===== config.mk =====
export PLATFORM = sky130hd
export DESIGN_NAME = game_phase_sequencer_flat
export DESIGN_NICKNAME = d
export VERILOG_FILES = /design/src/rtl/game_pkg.sv /design/src/rtl/game_phase_sequencer_if.sv /design/src/rtl/stability_counter.sv /design/src/rtl/game_phase_sequencer.sv /design/src/flat_wrapper.sv
export SDC_FILE = /design/constraint.sdc
export NUM_CORES = 1
export LEC_CHECK = 0
export CORE_ASPECT_RATIO = 2
export CORE_MARGIN = 3
export CORE_UTILIZATION = 56
export CTS_CLUSTER_DIAMETER = 200
export DETAILED_ROUTE_END_ITERATION = 8
export GPL_ROUTABILITY_DRIVEN = 0
export PLACE_DENSITY_LB_ADDON = 0.3
export SETUP_SLACK_MARGIN = 0.4
export SYNTH_ARGS = -nofsm -noshare
export SYNTH_HDL_FRONTEND = slang
export SYNTH_SLANG_ARGS = --single-unit

===== constraint.sdc =====
create_clock -name clk -period 2.65 [get_ports clk]
set_input_delay 0.265 -clock clk [delete_from_list [all_inputs] [get_ports clk]]
set_output_delay 0.265 -clock clk [all_outputs]
set_load 0.02 [all_outputs]

===== src/rtl/game_pkg.sv =====
// Shared state encoding for the phase sequencer and its bus interface.
package game_pkg;

  localparam int STATE_W = 3;

  localparam logic [STATE_W-1:0] ST_IDLE   = 3'd0;
  localparam logic [STATE_W-1:0] ST_ARM    = 3'd1;
  localparam logic [STATE_W-1:0] ST_PLAY   = 3'd2;
  localparam logic [STATE_W-1:0] ST_SETTLE = 3'd3;
  localparam logic [STATE_W-1:0] ST_CLEAR  = 3'd4;
  localparam logic [STATE_W-1:0] ST_OVER   = 3'd5;

endpackage


===== src/rtl/game_phase_sequencer_if.sv =====
// Bus between the puzzle/event blocks and the phase sequencer.
interface game_phase_sequencer_if #(
  parameter int NUM_PHASES = 4,
  parameter int STAB_W     = 4
);
  import game_pkg::*;

  localparam int PIDX_W = (NUM_PHASES > 1) ? $clog2(NUM_PHASES) : 1;

  logic                  start_btn;
  logic [NUM_PHASES-1:0] phase_clear;
  logic [NUM_PHASES-1:0] phase_fail;
  logic                  event_fail;
  logic                  recover;
  logic                  event_active;
  logic                  time_out;

  logic [STATE_W-1:0]    game_state;
  logic [PIDX_W-1:0]     phase_idx;
  logic [STAB_W-1:0]     stability;
  logic [STAB_W-1:0]     fail_count;
  logic                  game_enable;
  logic                  timer_reset;
  logic                  phase_start;
  logic                  game_clear;
  logic                  game_over;

  modport master (
    output start_btn, phase_clear, phase_fail, event_fail, recover, event_active, time_out,
    input  game_state, phase_idx, stability, fail_count, game_enable, timer_reset,
           phase_start, game_clear, game_over
  );

  modport slave (
    input  start_btn, phase_clear, phase_fail, event_fail, recover, event_active, time_out,
    output game_state, phase_idx, stability, fail_count, game_enable, timer_reset,
           phase_start, game_clear, game_over
  );

endinterface


===== src/rtl/stability_counter.sv =====
// Saturating stability score: load to INIT, decrement by PENALTY (floor 0), increment (ceiling MAX).
module stability_counter #(
  parameter int STAB_W  = 4,
  parameter int INIT    = 9,
  parameter int MAX     = 9,
  parameter int PENALTY = 1
) (
  input  logic              clk,
  input  logic              sys_rst,
  input  logic              load,
  input  logic              inc,
  input  logic              dec,
  output logic [STAB_W-1:0] value,
  output logic [STAB_W-1:0] value_next
);

  localparam logic [STAB_W:0] INIT_W = (STAB_W+1)'(INIT);
  localparam logic [STAB_W:0] MAX_W  = (STAB_W+1)'(MAX);
  localparam logic [STAB_W:0] PEN_W  = (STAB_W+1)'(PENALTY);
  localparam logic [STAB_W:0] ONE_W  = (STAB_W+1)'(1);

  logic [STAB_W:0] wide_next;

  // One spare bit keeps the add/sub from wrapping before the clamp.
  always_comb begin
    wide_next = {1'b0, value};
    if (load) begin
      wide_next = INIT_W;
    end else if (dec) begin
      wide_next = (wide_next < PEN_W) ? '0 : wide_next - PEN_W;
    end else if (inc) begin
      wide_next = (wide_next >= MAX_W) ? MAX_W : wide_next + ONE_W;
    end
    value_next = wide_next[STAB_W-1:0];
  end

  always_ff @(posedge clk or posedge sys_rst) begin
    if (sys_rst) begin
      value <= INIT_W[STAB_W-1:0];
    end else begin
      value <= value_next;
    end
  end

endmodule


===== src/rtl/game_phase_sequencer.sv =====
// Game controller: walks NUM_PHASES puzzle phases with settle gaps, tracks stability and failures.
module game_phase_sequencer
  import game_pkg::*;
#(
  parameter int NUM_PHASES     = 4,
  parameter int STAB_W         = 4,
  parameter int STABILITY_INIT = 9,
  parameter int STABILITY_MAX  = 9,
  parameter int FAIL_PENALTY   = 1,
  parameter int SETTLE_CYCLES  = 50000000
) (
  input  logic                   clk,
  input  logic                   sys_rst,
  game_phase_sequencer_if.slave  bus
);

  localparam int PIDX_W = (NUM_PHASES > 1) ? $clog2(NUM_PHASES) : 1;
  localparam int CNT_W  = (SETTLE_CYCLES > 1) ? $clog2(SETTLE_CYCLES + 1) : 1;

  localparam logic [CNT_W-1:0]  SETTLE_LAST = CNT_W'(SETTLE_CYCLES - 1);
  localparam logic [PIDX_W-1:0] LAST_PHASE  = PIDX_W'(NUM_PHASES - 1);
  localparam logic [STAB_W-1:0] FAIL_MAX    = '1;

  logic [STATE_W-1:0] state_reg, state_next;
  logic [PIDX_W-1:0]  phase_reg, phase_next;
  logic [CNT_W-1:0]   cnt_reg, cnt_next;
  logic [STAB_W-1:0]  fail_cnt_reg, fail_cnt_next;
  logic               timer_reset_reg, phase_start_reg, enable_reg, clear_reg, over_reg;

  logic               stab_load, stab_inc, stab_dec;
  logic [STAB_W-1:0]  stab_value, stab_next;
  logic               fail_hit, clear_hit;

  stability_counter #(
    .STAB_W  (STAB_W),
    .INIT    (STABILITY_INIT),
    .MAX     (STABILITY_MAX),
    .PENALTY (FAIL_PENALTY)
  ) u_stability (
    .clk        (clk),
    .sys_rst    (sys_rst),
    .load       (stab_load),
    .inc        (stab_inc),
    .dec        (stab_dec),
    .value      (stab_value),
    .value_next (stab_next)
  );

  // Phase-specific pulses only count while a phase is actually being played.
  assign fail_hit  = bus.event_fail || ((state_reg == ST_PLAY) && bus.phase_fail[phase_reg]);
  assign clear_hit = (state_reg == ST_PLAY) && bus.phase_clear[phase_reg] && !bus.event_active;

  always_comb begin
    state_next    = state_reg;
    phase_next    = phase_reg;
    cnt_next      = cnt_reg;
    fail_cnt_next = fail_cnt_reg;
    stab_load     = 1'b0;
    stab_inc      = 1'b0;
    stab_dec      = 1'b0;
    case (state_reg)
      ST_IDLE: begin
        if (bus.start_btn) begin
          stab_load     = 1'b1;
          fail_cnt_next = '0;
          phase_next    = '0;
          state_next    = ST_ARM;
        end
      end
      ST_ARM: state_next = ST_PLAY;
      ST_PLAY, ST_SETTLE: begin
        if (bus.time_out) begin
          state_next = ST_OVER;
        end else begin
          if (fail_hit) begin
            stab_dec = 1'b1;
            if (fail_cnt_reg != FAIL_MAX) fail_cnt_next = fail_cnt_reg + 1'b1;
          end else if (bus.recover) begin
            stab_inc = 1'b1;
          end
          // A fail that empties stability ends the game before any advance.
          if (fail_hit && (stab_next == '0)) begin
            state_next = ST_OVER;
          end else if (state_reg == ST_PLAY) begin
            if (clear_hit) begin
              if (phase_reg == LAST_PHASE) begin
                state_next = ST_CLEAR;
              end else begin
                state_next = ST_SETTLE;
                cnt_next   = '0;
              end
            end
          end else if (cnt_reg == SETTLE_LAST) begin
            phase_next = phase_reg + 1'b1;
            state_next = ST_PLAY;
          end else begin
            cnt_next = cnt_reg + 1'b1;
          end
        end
      end
      ST_CLEAR, ST_OVER: begin
        if (bus.start_btn) state_next = ST_IDLE;
      end
      default: state_next = ST_IDLE;
    endcase
  end

  always_ff @(posedge clk or posedge sys_rst) begin
    if (sys_rst) begin
      state_reg       <= ST_IDLE;
      phase_reg       <= '0;
      cnt_reg         <= '0;
      fail_cnt_reg    <= '0;
      timer_reset_reg <= 1'b0;
      phase_start_reg <= 1'b0;
      enable_reg      <= 1'b0;
      clear_reg       <= 1'b0;
      over_reg        <= 1'b0;
    end else begin
      state_reg       <= state_next;
      phase_reg       <= phase_next;
      cnt_reg         <= cnt_next;
      fail_cnt_reg    <= fail_cnt_next;
      timer_reset_reg <= (state_next == ST_ARM);
      phase_start_reg <= (state_next == ST_PLAY) && (state_reg != ST_PLAY);
      enable_reg      <= (state_next == ST_PLAY) || (state_next == ST_SETTLE);
      clear_reg       <= (state_next == ST_CLEAR);
      over_reg        <= (state_next == ST_OVER);
    end
  end

  assign bus.game_state  = state_reg;
  assign bus.phase_idx   = phase_reg;
  assign bus.stability   = stab_value;
  assign bus.fail_count  = fail_cnt_reg;
  assign bus.game_enable = enable_reg;
  assign bus.timer_reset = timer_reset_reg;
  assign bus.phase_start = phase_start_reg;
  assign bus.game_clear  = clear_reg;
  assign bus.game_over   = over_reg;

endmodule


===== src/flat_wrapper.sv =====
// flat-port wrapper written by rule: the top's interface ports become plain ports
module game_phase_sequencer_flat import game_pkg::*;
#(
  parameter int NUM_PHASES     = 4,
  parameter int STAB_W         = 4,
  parameter int STABILITY_INIT = 9,
  parameter int STABILITY_MAX  = 9,
  parameter int FAIL_PENALTY   = 1,
  parameter int SETTLE_CYCLES  = 50000000
)
  (clk, sys_rst, bus_start_btn, bus_phase_clear, bus_phase_fail, bus_event_fail, bus_recover, bus_event_active, bus_time_out, bus_game_state, bus_phase_idx, bus_stability, bus_fail_count, bus_game_enable, bus_timer_reset, bus_phase_start, bus_game_clear, bus_game_over);
  game_phase_sequencer_if #(.NUM_PHASES(NUM_PHASES), .STAB_W(STAB_W)) bus_i ();
  input  logic clk;
  input  logic sys_rst;
  input wire logic [$bits(bus_i.start_btn)-1:0] bus_start_btn;
  input wire logic [$bits(bus_i.phase_clear)-1:0] bus_phase_clear;
  input wire logic [$bits(bus_i.phase_fail)-1:0] bus_phase_fail;
  input wire logic [$bits(bus_i.event_fail)-1:0] bus_event_fail;
  input wire logic [$bits(bus_i.recover)-1:0] bus_recover;
  input wire logic [$bits(bus_i.event_active)-1:0] bus_event_active;
  input wire logic [$bits(bus_i.time_out)-1:0] bus_time_out;
  output wire logic [$bits(bus_i.game_state)-1:0] bus_game_state;
  output wire logic [$bits(bus_i.phase_idx)-1:0] bus_phase_idx;
  output wire logic [$bits(bus_i.stability)-1:0] bus_stability;
  output wire logic [$bits(bus_i.fail_count)-1:0] bus_fail_count;
  output wire logic [$bits(bus_i.game_enable)-1:0] bus_game_enable;
  output wire logic [$bits(bus_i.timer_reset)-1:0] bus_timer_reset;
  output wire logic [$bits(bus_i.phase_start)-1:0] bus_phase_start;
  output wire logic [$bits(bus_i.game_clear)-1:0] bus_game_clear;
  output wire logic [$bits(bus_i.game_over)-1:0] bus_game_over;
  assign bus_i.start_btn = bus_start_btn;
  assign bus_i.phase_clear = bus_phase_clear;
  assign bus_i.phase_fail = bus_phase_fail;
  assign bus_i.event_fail = bus_event_fail;
  assign bus_i.recover = bus_recover;
  assign bus_i.event_active = bus_event_active;
  assign bus_i.time_out = bus_time_out;
  assign bus_game_state = bus_i.game_state;
  assign bus_phase_idx = bus_i.phase_idx;
  assign bus_stability = bus_i.stability;
  assign bus_fail_count = bus_i.fail_count;
  assign bus_game_enable = bus_i.game_enable;
  assign bus_timer_reset = bus_i.timer_reset;
  assign bus_phase_start = bus_i.phase_start;
  assign bus_game_clear = bus_i.game_clear;
  assign bus_game_over = bus_i.game_over;
  game_phase_sequencer #(.NUM_PHASES(NUM_PHASES), .STAB_W(STAB_W), .STABILITY_INIT(STABILITY_INIT), .STABILITY_MAX(STABILITY_MAX), .FAIL_PENALTY(FAIL_PENALTY), .SETTLE_CYCLES(SETTLE_CYCLES)) u_core (.clk(clk), .sys_rst(sys_rst), .bus(bus_i));
endmodule

==> results.toml, run 1 <==
[clocking]
cts-root-buf = "clkbuf_8"
clkTransAtPathRegs_ps = 90
numCtsBuffers = 5
clk-insertion-delay-late_ps = 310
clock_sinks = 44
htree_levels = 2
cts_tree = "done"
cts_buffer_depth = 2

[worst_setup_path]
cp_max_fo = 10
reg2reg_from = "u_core.bus.game_state[0]"
crit_path_start_kind = "flop"
cp_slowest_cell = "or4b_4"
arrival_ps = 2520
cp-end-kind = "flop"
worstPathCellList = "buf_4 > or4b_4 > nand2b_4 > a2111oi_4 > and2_4 > buf_6 > o31ai_2 > o21ai_0"
reg2reg_to = "u_core.cnt_reg[12]"
rrSetupSlack_ps = 300
cp.required_ps = 2820
max_stage_delay_ps = 570
ff2ff_path_depth = 8
critPathKind = "flop to flop"

[floorplanning]
initial_utilization = 0.584
chipHeight_um = 108
ios = 33
fp.dieW_um = 56.8
core_sq_um = 4950
rows = 36
dieArea_sq_um = 6120

[synthesis]
syn_area_sq_um = 2890
syn_inst = 299
synth_cell_types = 62
synth_seq_cells = 44
ys_warn_count = 0
avgSynthCellArea_sq_um = 9.67
synth_edf_count = 0
synth_nets = 320
async_flop_share = 1.00
synthFlopType = "dfrtp_1"
synth-seq-area-share = 0.381

[sta]
hold_viol = 0
maxSlewHeadroom = 0.614
clock.fmax_mhz = 426
fin_setup_tns_ps = 0
layout_min_cycle_time_ps = 2350
drv_slew = 0
rsz0062_at_grt = "true"
finalCritPeriodShare = 0.886
fin_ws_ps = 301
setup_violations = 0
fin_skew_ps = 8.11
worstMarginPinSlew_ps = 580

[route]
drt-pass1-iter-count = 5
drt-total-wl_mm = 8.25
drcViolationCount = 0
wl_per_cell_um = 19.8
via_per_inst = 6.79
drtAntennaViolNets = 0
drt-initial-drc-count = 104
dr_total_vias = 2824

[place]
numPortBuffers = 32
dpl_cell_area_sq_um = 3320
pre_cts_ws_ps = 129
dp_hpwl_mm = 5.24

[power_and_ir_drop]
p_int_w = 0.00161
swShare = 0.403
pwr-share-comb = 0.492
p_leak_nw = 1.45
switching_power_w = 0.00108
seq_power_share = 0.336
powerDensity_nw_per_um2 = 704
p_clk_frac = 0.172
peakVddDrop_v = 0.000613

[global_routing]
grt_max_degree = 45
grt_pass1_vias = 2630
grt_pass1_wl_mm = 12.2
grt_antenna_before_repair = 0
grt_use_total = 0.253
overflow = 0

[layout]
drive_gt1_frac = 0.315
area_delta_synth_final_pct = 32.1
stdcell_area_sq_um = 3820
diodes = 0
largest_reg_flops = 26
n_fill_cell = 316
nets = 379

[flow_run]
maxCapViolations = 0

[hold_path]
min_path_type = "input pin to asynchronous set/reset pin"

[outcome]
status = "finished, final reports clean"
-- power by group through the flow --
stage	Sequential (W)	Clock [W]	Combinational, W
2_1_floorplan	0.000981	0	0.000590
3_3_place_gp	0.000919	0	0.00102
3_5_place_dp	0.000923	0	0.00103
4_1_cts	0.000902	0.000467	0.00107
5_1_grt	0.000919	0.000490	0.00141
6_report	0.000904	0.000464	0.00132
-- synthesized netlist by cell type, types with 3 or more instances --
master | count | area (sq um)
a211oi_1 | 3 | 22.5
a21oi_1 | 13 | 65.1
a31oi_1 | 9 | 56.3
and2_1 | 5 | 31.3
and3_1 | 4 | 25.0
and4_1 | 3 | 26.3
buf_2 | 3 | 15.0
buf_4 | 3 | 22.5
buf_6 | 5 | 56.3
clkbuf_1 | 5 | 18.8
dfrtp_1 | 42 | 1050
ha_1 | 6 | 75.1
inv_1 | 11 | 41.3
mux2i_1 | 3 | 30.0
nand2_1 | 26 | 97.6
nand2b_1 | 6 | 37.5
nand3_1 | 11 | 55.1
nand4_1 | 9 | 56.3
nor2_1 | 16 | 60.1
nor2b_1 | 7 | 43.8
nor3_1 | 4 | 20.0
o211ai_1 | 3 | 22.5
o21ai_0 | 12 | 60.1
o31ai_1 | 28 | 210
o31ai_2 | 14 | 175
o32ai_1 | 3 | 26.3
-- how the worst max path moves through the flow --
stage                     cells after the start                     start  slack [ps]            endpoint
after global routing                          8  u_core.bus.game_state[0]         230  u_core.cnt_reg[12]
after floorplan                               8  u_core.bus.game_state[2]         400   u_core.cnt_reg[9]
final                                         8  u_core.bus.game_state[0]         300  u_core.cnt_reg[12]
after detailed placement                      7         bus_phase_fail[3]         130   u_core.cnt_reg[7]
after global placement                        7         bus_phase_fail[3]         170  u_core.cnt_reg[22]
after CTS                                     6   u_core.bus.phase_idx[0]         400   u_core.cnt_reg[7]
-- cells by family after synthesis --
family	share of synthesized area
fa+ha+maj	0.0260
simple gates	0.213
mux	0.0273
xor+xnor	0.00606
flops	0.381
compound gates	0.284
buf+inv	0.0618
-- through the flow --
stage / total power, W / util / std cells / hold slack [ps]
floorplan: 0.00157 / - / 299 / 428
global placement: 0.00194 / 0.669 / 389 / 467
detailed placement: 0.00195 / 0.669 / 389 / 478
CTS: 0.00244 / 0.699 / 402 / 436
global route: 0.00282 / 0.771 / 416 / 464
finish: 0.00269 / 0.771 / 416 / 415
-- layout by cell type, fill, tap and decap left out, types with 3 or more instances in the layout --
| master | netlist | final |
|---|---|---|
| buf_4 | 3 | 30 |
| nand3_1 | 11 | 11 |
| o31ai_4 | 0 | 6 |
| clkdlybuf4s50_1 | 0 | 32 |
| mux2i_1 | 3 | 3 |
| clkbuf_8 | 0 | 6 |
| nand4_1 | 9 | 9 |
| and3_1 | 4 | 4 |
| and2_1 | 5 | 5 |
| nor3_1 | 4 | 4 |
| o32ai_1 | 3 | 3 |
| o211ai_1 | 3 | 3 |
| a21oi_1 | 13 | 13 |
| dfrtp_2 | 0 | 8 |
| nand2_1 | 26 | 26 |
| inv_1 | 11 | 10 |
| nor2b_1 | 7 | 6 |
| o31ai_2 | 14 | 27 |
| buf_6 | 5 | 6 |
| nor2_1 | 16 | 14 |
| a31oi_1 | 9 | 9 |
| o31ai_1 | 28 | 9 |
| nand2b_1 | 6 | 5 |
| ha_1 | 6 | 5 |
| dfrtp_1 | 42 | 34 |
| o21ai_0 | 12 | 12 |
-- layout make-up --
class | count | area, sq um | area share
flip-flops and latches | 44 | 1110 | 0.292
inverters | 11 | 41.3 | 0.0108
multi-input cells | 226 | 1840 | 0.482
repair buffers | 70 | 658 | 0.172
clock buffers | 7 | 86.3 | 0.0226
clock inverters | 1 | 7.51 | 0.00197
well taps | 57 | 71.3 | 0.0187
-- what timing repair did --
item                                    CTS  global route
pin swaps                                 2            10
gates cloned                              0             2
buffers inserted                          5            12
gates resized for setup                   4            48
endpoints found under the setup margin   32            36
hold buffers                              0             0
hold endpoints to repair                  0             0
-- worst max-delay path, delay by kind of cell, from the launching register on --
family / cells / cell delay (ps)
flops: 1 / 420
buf+inv: 2 / 340
compound gates: 3 / 560
simple gates: 3 / 880
-- per-layer routing --
layer | routed length (um) | vias up | GRT usage
met5 | 0 | - | 0
met4 | 404 | 0 | 0.151
met3 | 386 | 39 | 0.0312
met2 | 4470 | 138 | 0.445
met1 | 2990 | 1385 | 0.284
li1 | - | 1262 | -
(Power assumes the default switching activity.)
==> inputs of run 2 (changes only) <==
Settings changed: GPL_TIMING_DRIVEN set to 0.
==> run 2 against run 1 <==
Against the previous run:
- setup slack got worse by 100 ps
- final cell count rose by 5.3%
- wire length rose by 35%
- highest routed layer unchanged
- design area rose by 11%
- largest cell class unchanged
- worst hold slack got worse by 290 ps
- utilization rose by 8.5 points
- global-route usage rose by 4.3 points
- critical endpoint is now u_core.cnt_reg[11]
- clock skew fell by 0.62 ps
==> results.toml, run 2 (synthesized netlist as in run 1, its figures left out) <==
[outcome]
status = "finished, final reports clean"

[worst_setup_path]
critPathKind = "flop to flop"
max_stage_delay_ps = 510
reg2reg_to = "u_core.cnt_reg[11]"
arrival_ps = 2630
cp.depth = 10
ff2ff_path_depth = 10
setup.worst_path.start = "u_core.bus.game_state[1]"
reg2reg_from = "u_core.bus.game_state[1]"
worstPathCellList = "buf_6 > nor3b_4 > buf_4 > a21oi_4 > a2111oi_4 > and2_4 > buf_12 > buf_12 > o31ai_2 > o41ai_1"
endpoint = "u_core.cnt_reg[11]"
crit_path_start_kind = "flop"
cp_max_fo = 12
critical_path.top_delay_family = "compound AO/OA/AOI/OAI gates"
crit_buf_inv = 4
crit_top_cell = "buf_12"
cp-end-kind = "flop"
cp.required_ps = 2830
cp_slowest_cell = "a2111oi_4"
rrSetupSlack_ps = 200

[sta]
hold_viol = 0
finalCritPeriodShare = 0.925
layout_min_cycle_time_ps = 2450
fin_ws_ps = 199
setup_violations = 0
fin_setup_tns_ps = 0
drv_slew = 0
worstMarginPinSlew_ps = 688
fin_skew_ps = 7.49
maxSlewHeadroom = 0.541
clock.fmax_mhz = 408
rsz0062_at_grt = "true"

[floorplanning]
initial_utilization = 0.584
core_sq_um = 4950
chipHeight_um = 108
fp.dieW_um = 56.8
dieArea_sq_um = 6120
rows = 36
ios = 33

[route]
drt-total-wl_mm = 11.1
drtAntennaViolNets = 0
via_per_inst = 7.48
drt-pass1-iter-count = 8
drt-initial-drc-count = 294
dr_total_vias = 3278
wl_per_cell_um = 25.5
drcViolationCount = 0

[clocking]
clk-insertion-delay-late_ps = 330
cts_buffer_depth = 2
htree_levels = 2
cts-root-buf = "clkbuf_8"
clkTransAtPathRegs_ps = 90
clock_sinks = 44
cts_tree = "done"
numCtsBuffers = 5

[layout]
fin_cells = 438
final_cell_mix = "buf_4, dfrtp_1, clkdlybuf4s50_1"
area_delta_synth_final_pct = 46.6
largest_reg_flops = 26
nets = 401
diodes = 0
mostFrequentLayoutCell = "buf_4"
drive_gt1_frac = 0.370

[power_and_ir_drop]
powerDensity_nw_per_um2 = 727
p_leak_nw = 1.70
p_total_w = 0.00308
peakVddDrop_v = 0.000785

[place]
dpl.cell_count = 388
numPortBuffers = 31
dp_hpwl_mm = 5.53
pre_cts_ws_ps = 35.2

[flow_run]
maxCapViolations = 0

[global_routing]
grt_use_total = 0.296
grt_max_degree = 41
grt_pass1_wl_mm = 14.1
grt_antenna_before_repair = 0
overflow = 0
grt_pass1_vias = 2958

[hold_path]
min_path_type = "input pin to asynchronous set/reset pin"
## run 2: worst register-to-register path: cells and delay by family (launching register included)
| family | cells | cell delay (ps) |
|---|---|---|
| DFF | 1 | 420 |
| buffers and inverters | 4 | 630 |
| AOI/OAI and AO/OA | 4 | 780 |
| and+or+nand+nor | 2 | 490 |
## run 2: report_power, final
group / switching [W] / total (W) / internal [W]
combinational: 0.000885 / 0.00160 / 0.000718
clock: 0.000273 / 0.000581 / 0.000309
sequential: 0.000114 / 0.000898 / 0.000784
## run 2: timing repair
item / 4_1_cts / 5_1_grt
buffers inserted: 10 / 29
gates resized for setup: 39 / 53
cloned: 0 / 3
pin swaps: 4 / 16
endpoints found under the setup margin: 35 / 36
hold buffers: 0 / 0
## run 2: final cells by class
| type | count | area [sq um] |
|---|---|---|
| multi-input cells | 225 | 1960 |
| flip-flops and latches | 44 | 1110 |
| repair buffers | 74 | 714 |
| fillers | 232 | 713 |
| plain buffers | 19 | 221 |
| clock buffers | 6 | 82.6 |
| well taps | 57 | 71.3 |
| inverters | 11 | 41.3 |
| clock inverters | 2 | 38.8 |
## run 2: worst min path at each step
| stage | startpoint | endpoint | slack, ps | depth (start not counted) |
|---|---|---|---|---|
| after floorplan | bus_recover | u_core.u_stability.value[2] | 430 | 2 |
| after global placement | u_core.cnt_reg[22] | u_core.cnt_reg[22] | 480 | 1 |
| after detailed placement | sys_rst | u_core.cnt_reg[14] | 480 | 2 |
| after CTS | sys_rst | u_core.cnt_reg[12] | 130 | 2 |
| after global routing | sys_rst | u_core.cnt_reg[14] | 140 | 2 |
| final | sys_rst | u_core.cnt_reg[14] | 120 | 2 |
## run 2: per-stage QoR
stage / util / hold slack [ps] / area (sq um)
final: 0.856 / 121 / 4240
after global routing: 0.856 / 136 / 4240
after CTS: 0.747 / 128 / 3700
after detailed placement: 0.666 / 475 / 3300
after global placement: 0.662 / 481 / 3280
after floorplan: - / 428 / 2900
## run 2: layer usage
layer  up-vias  GRT usage  part of all wire
met4         0      0.202             0.072
met5         -          0                 0
li1       1308          -                 -
met1      1566      0.304              0.32
met3        89     0.0516             0.093
met2       315      0.528              0.51
==> inputs of run 3 (changes only) <==
Settings changed: TNS_END_PERCENT set to 1.
==> run 3 against run 2 <==
Against the previous run:
- global-route usage fell by 0.96 points
- critical path type unchanged
- sequential share of layout area up 1.6 points
- power shrank 6.2%
- largest cell class unchanged
- highest routed layer unchanged
- setup slack improved by 51 ps
==> results.toml, run 3 (synthesized netlist as in run 1, its figures left out) <==
[outcome]
status = "finished, final reports clean"

[global_routing]
grt_pass1_wl_mm = 13.6
grt_use_total = 0.286
grt_max_degree = 41
overflow = 0
grt_pass1_vias = 2902
grt_antenna_before_repair = 0

[worst_setup_path]
rrSetupSlack_ps = 250
reg2reg_from = "u_core.cnt_reg[0]"
arrival_ps = 2610
crit_path_start_kind = "flop"
cp.required_ps = 2860
cp_max_fo = 5
ff2ff_path_depth = 10
reg2reg_to = "u_core.cnt_reg[4]"
cp-end-kind = "flop"
critPathKind = "flop to flop"

[sta]
clock.fmax_mhz = 417
drv_slew = 0
setup_violations = 0
hold_viol = 0
rsz0062_at_grt = "true"
finalCritPeriodShare = 0.906
worstMarginPinSlew_ps = 658
fin_skew_ps = 7.22
timing.hold.ws_ps = 127
layout_min_cycle_time_ps = 2400
fin_setup_tns_ps = 0
maxSlewHeadroom = 0.561

[route]
drtAntennaViolNets = 0
dr_total_vias = 2952
drt-pass1-iter-count = 6
drt-initial-drc-count = 247
drt-total-wl_mm = 9.47
wl_per_cell_um = 22.5
via_per_inst = 7.00
drcViolationCount = 0

[clocking]
clk-insertion-delay-late_ps = 320
cts_tree = "done"
clock_sinks = 44
cts-root-buf = "clkbuf_8"
cts-hold-fix-buffers = 0
cts_buffer_depth = 2
numCtsBuffers = 5
htree_levels = 2
clkTransAtPathRegs_ps = 90

[place]
numPortBuffers = 31
dp_hpwl_mm = 5.53
dpl_cell_area_sq_um = 3300

[layout]
nets = 385
final_cell_mix = "dfrtp_1, clkdlybuf4s50_1, nand2_1"
diodes = 0
largest_reg_flops = 26
stdcell_area_sq_um = 3990
drive_gt1_frac = 0.301
mostFrequentLayoutCell = "dfrtp_1"
n_fill_cell = 291
seq_area_sq_um = 1110
area_delta_synth_final_pct = 38.1
multi_input_comb_area_sq_um = 1870

[floorplanning]
chipHeight_um = 108
core_sq_um = 4950
rows = 36
ios = 33
fp.dieW_um = 56.8
dieArea_sq_um = 6120
initial_utilization = 0.584

[power_and_ir_drop]
p_leak_nw = 1.56
powerDensity_nw_per_um2 = 724
peakVddDrop_v = 0.000761

[flow_run]
maxCapViolations = 0

[hold_path]
min_path_type = "input pin to asynchronous set/reset pin"
## run 3: changes by cell type in the layout (fill, tap and decap cells not counted), moves of 2 or more
| cell | previous run | this run |
|---|---|---|
| dfrtp_2 | 7 | 5 |
| buf_12 | 8 | 6 |
| buf_4 | 38 | 23 |
| nor2_2 | 2 | 0 |
| o31ai_1 | 10 | 15 |
| o31ai_4 | 11 | 7 |
| dfrtp_1 | 35 | 37 |
## run 3: critical path: stages, from the launching register on
cell      delay (ps)
dfrtp_1          390
ha_1             180
buf_6            110
nor4b_4          220
nand2_1          130
o41a_1           540
o21ai_4          250
buf_12           160
buf_6             90
or2_1            110
o211ai_1          90
## run 3: repair_timing
item                       in CTS  in global routing
setup buffers                   5                 19
hold endpoints to repair        0                  0
resized for setup              24                 44
pin swaps                       2                 11
setup endpoints to repair      35                 36
gates cloned                    0                  2
## run 3: worst max path at each step
stage,from,endpoint,cells after the start
global placement,u_core.cnt_reg[0],u_core.cnt_reg[11],9
floorplan,u_core.bus.game_state[2],u_core.cnt_reg[9],8
CTS,u_core.bus.phase_idx[0],u_core.cnt_reg[25],8
detailed placement,u_core.cnt_reg[0],u_core.cnt_reg[0],9
global route,u_core.cnt_reg[0],u_core.cnt_reg[4],10
finish,u_core.cnt_reg[0],u_core.cnt_reg[4],10
## run 3: power breakdown
group          switching, W  internal (W)  leakage [nW]
sequential         0.000113      0.000783         0.583
clock              0.000266      0.000309        0.0614
combinational      0.000786      0.000633         0.919
## run 3: layout make-up
cell class,instances,share of cell area
repair buffers,58,0.144
clock buffers,6,0.0207
inverters,11,0.0103
plain buffers,19,0.0520
well taps,57,0.0179
clock inverters,2,0.00971
flip-flops and latches,44,0.278
multi-input cells,225,0.467
## run 3: per-stage QoR
step | cells | power [W] | utilization | worst slack, ps
3_3_place_gp | 387 | 0.00191 | 0.662 | 75.7
5_1_grt | 422 | 0.00302 | 0.806 | 185
2_1_floorplan | 299 | 0.00157 | - | 405
6_report | 422 | 0.00289 | 0.806 | 249
4_1_cts | 401 | 0.00259 | 0.722 | 359
3_5_place_dp | 388 | 0.00194 | 0.666 | 35.2
## run 3: metal layers
metal,global-route usage,share of wire
met1,0.295,0.33
met3,0.0456,0.057
met2,0.513,0.55
met5,0,0
met4,0.194,0.065
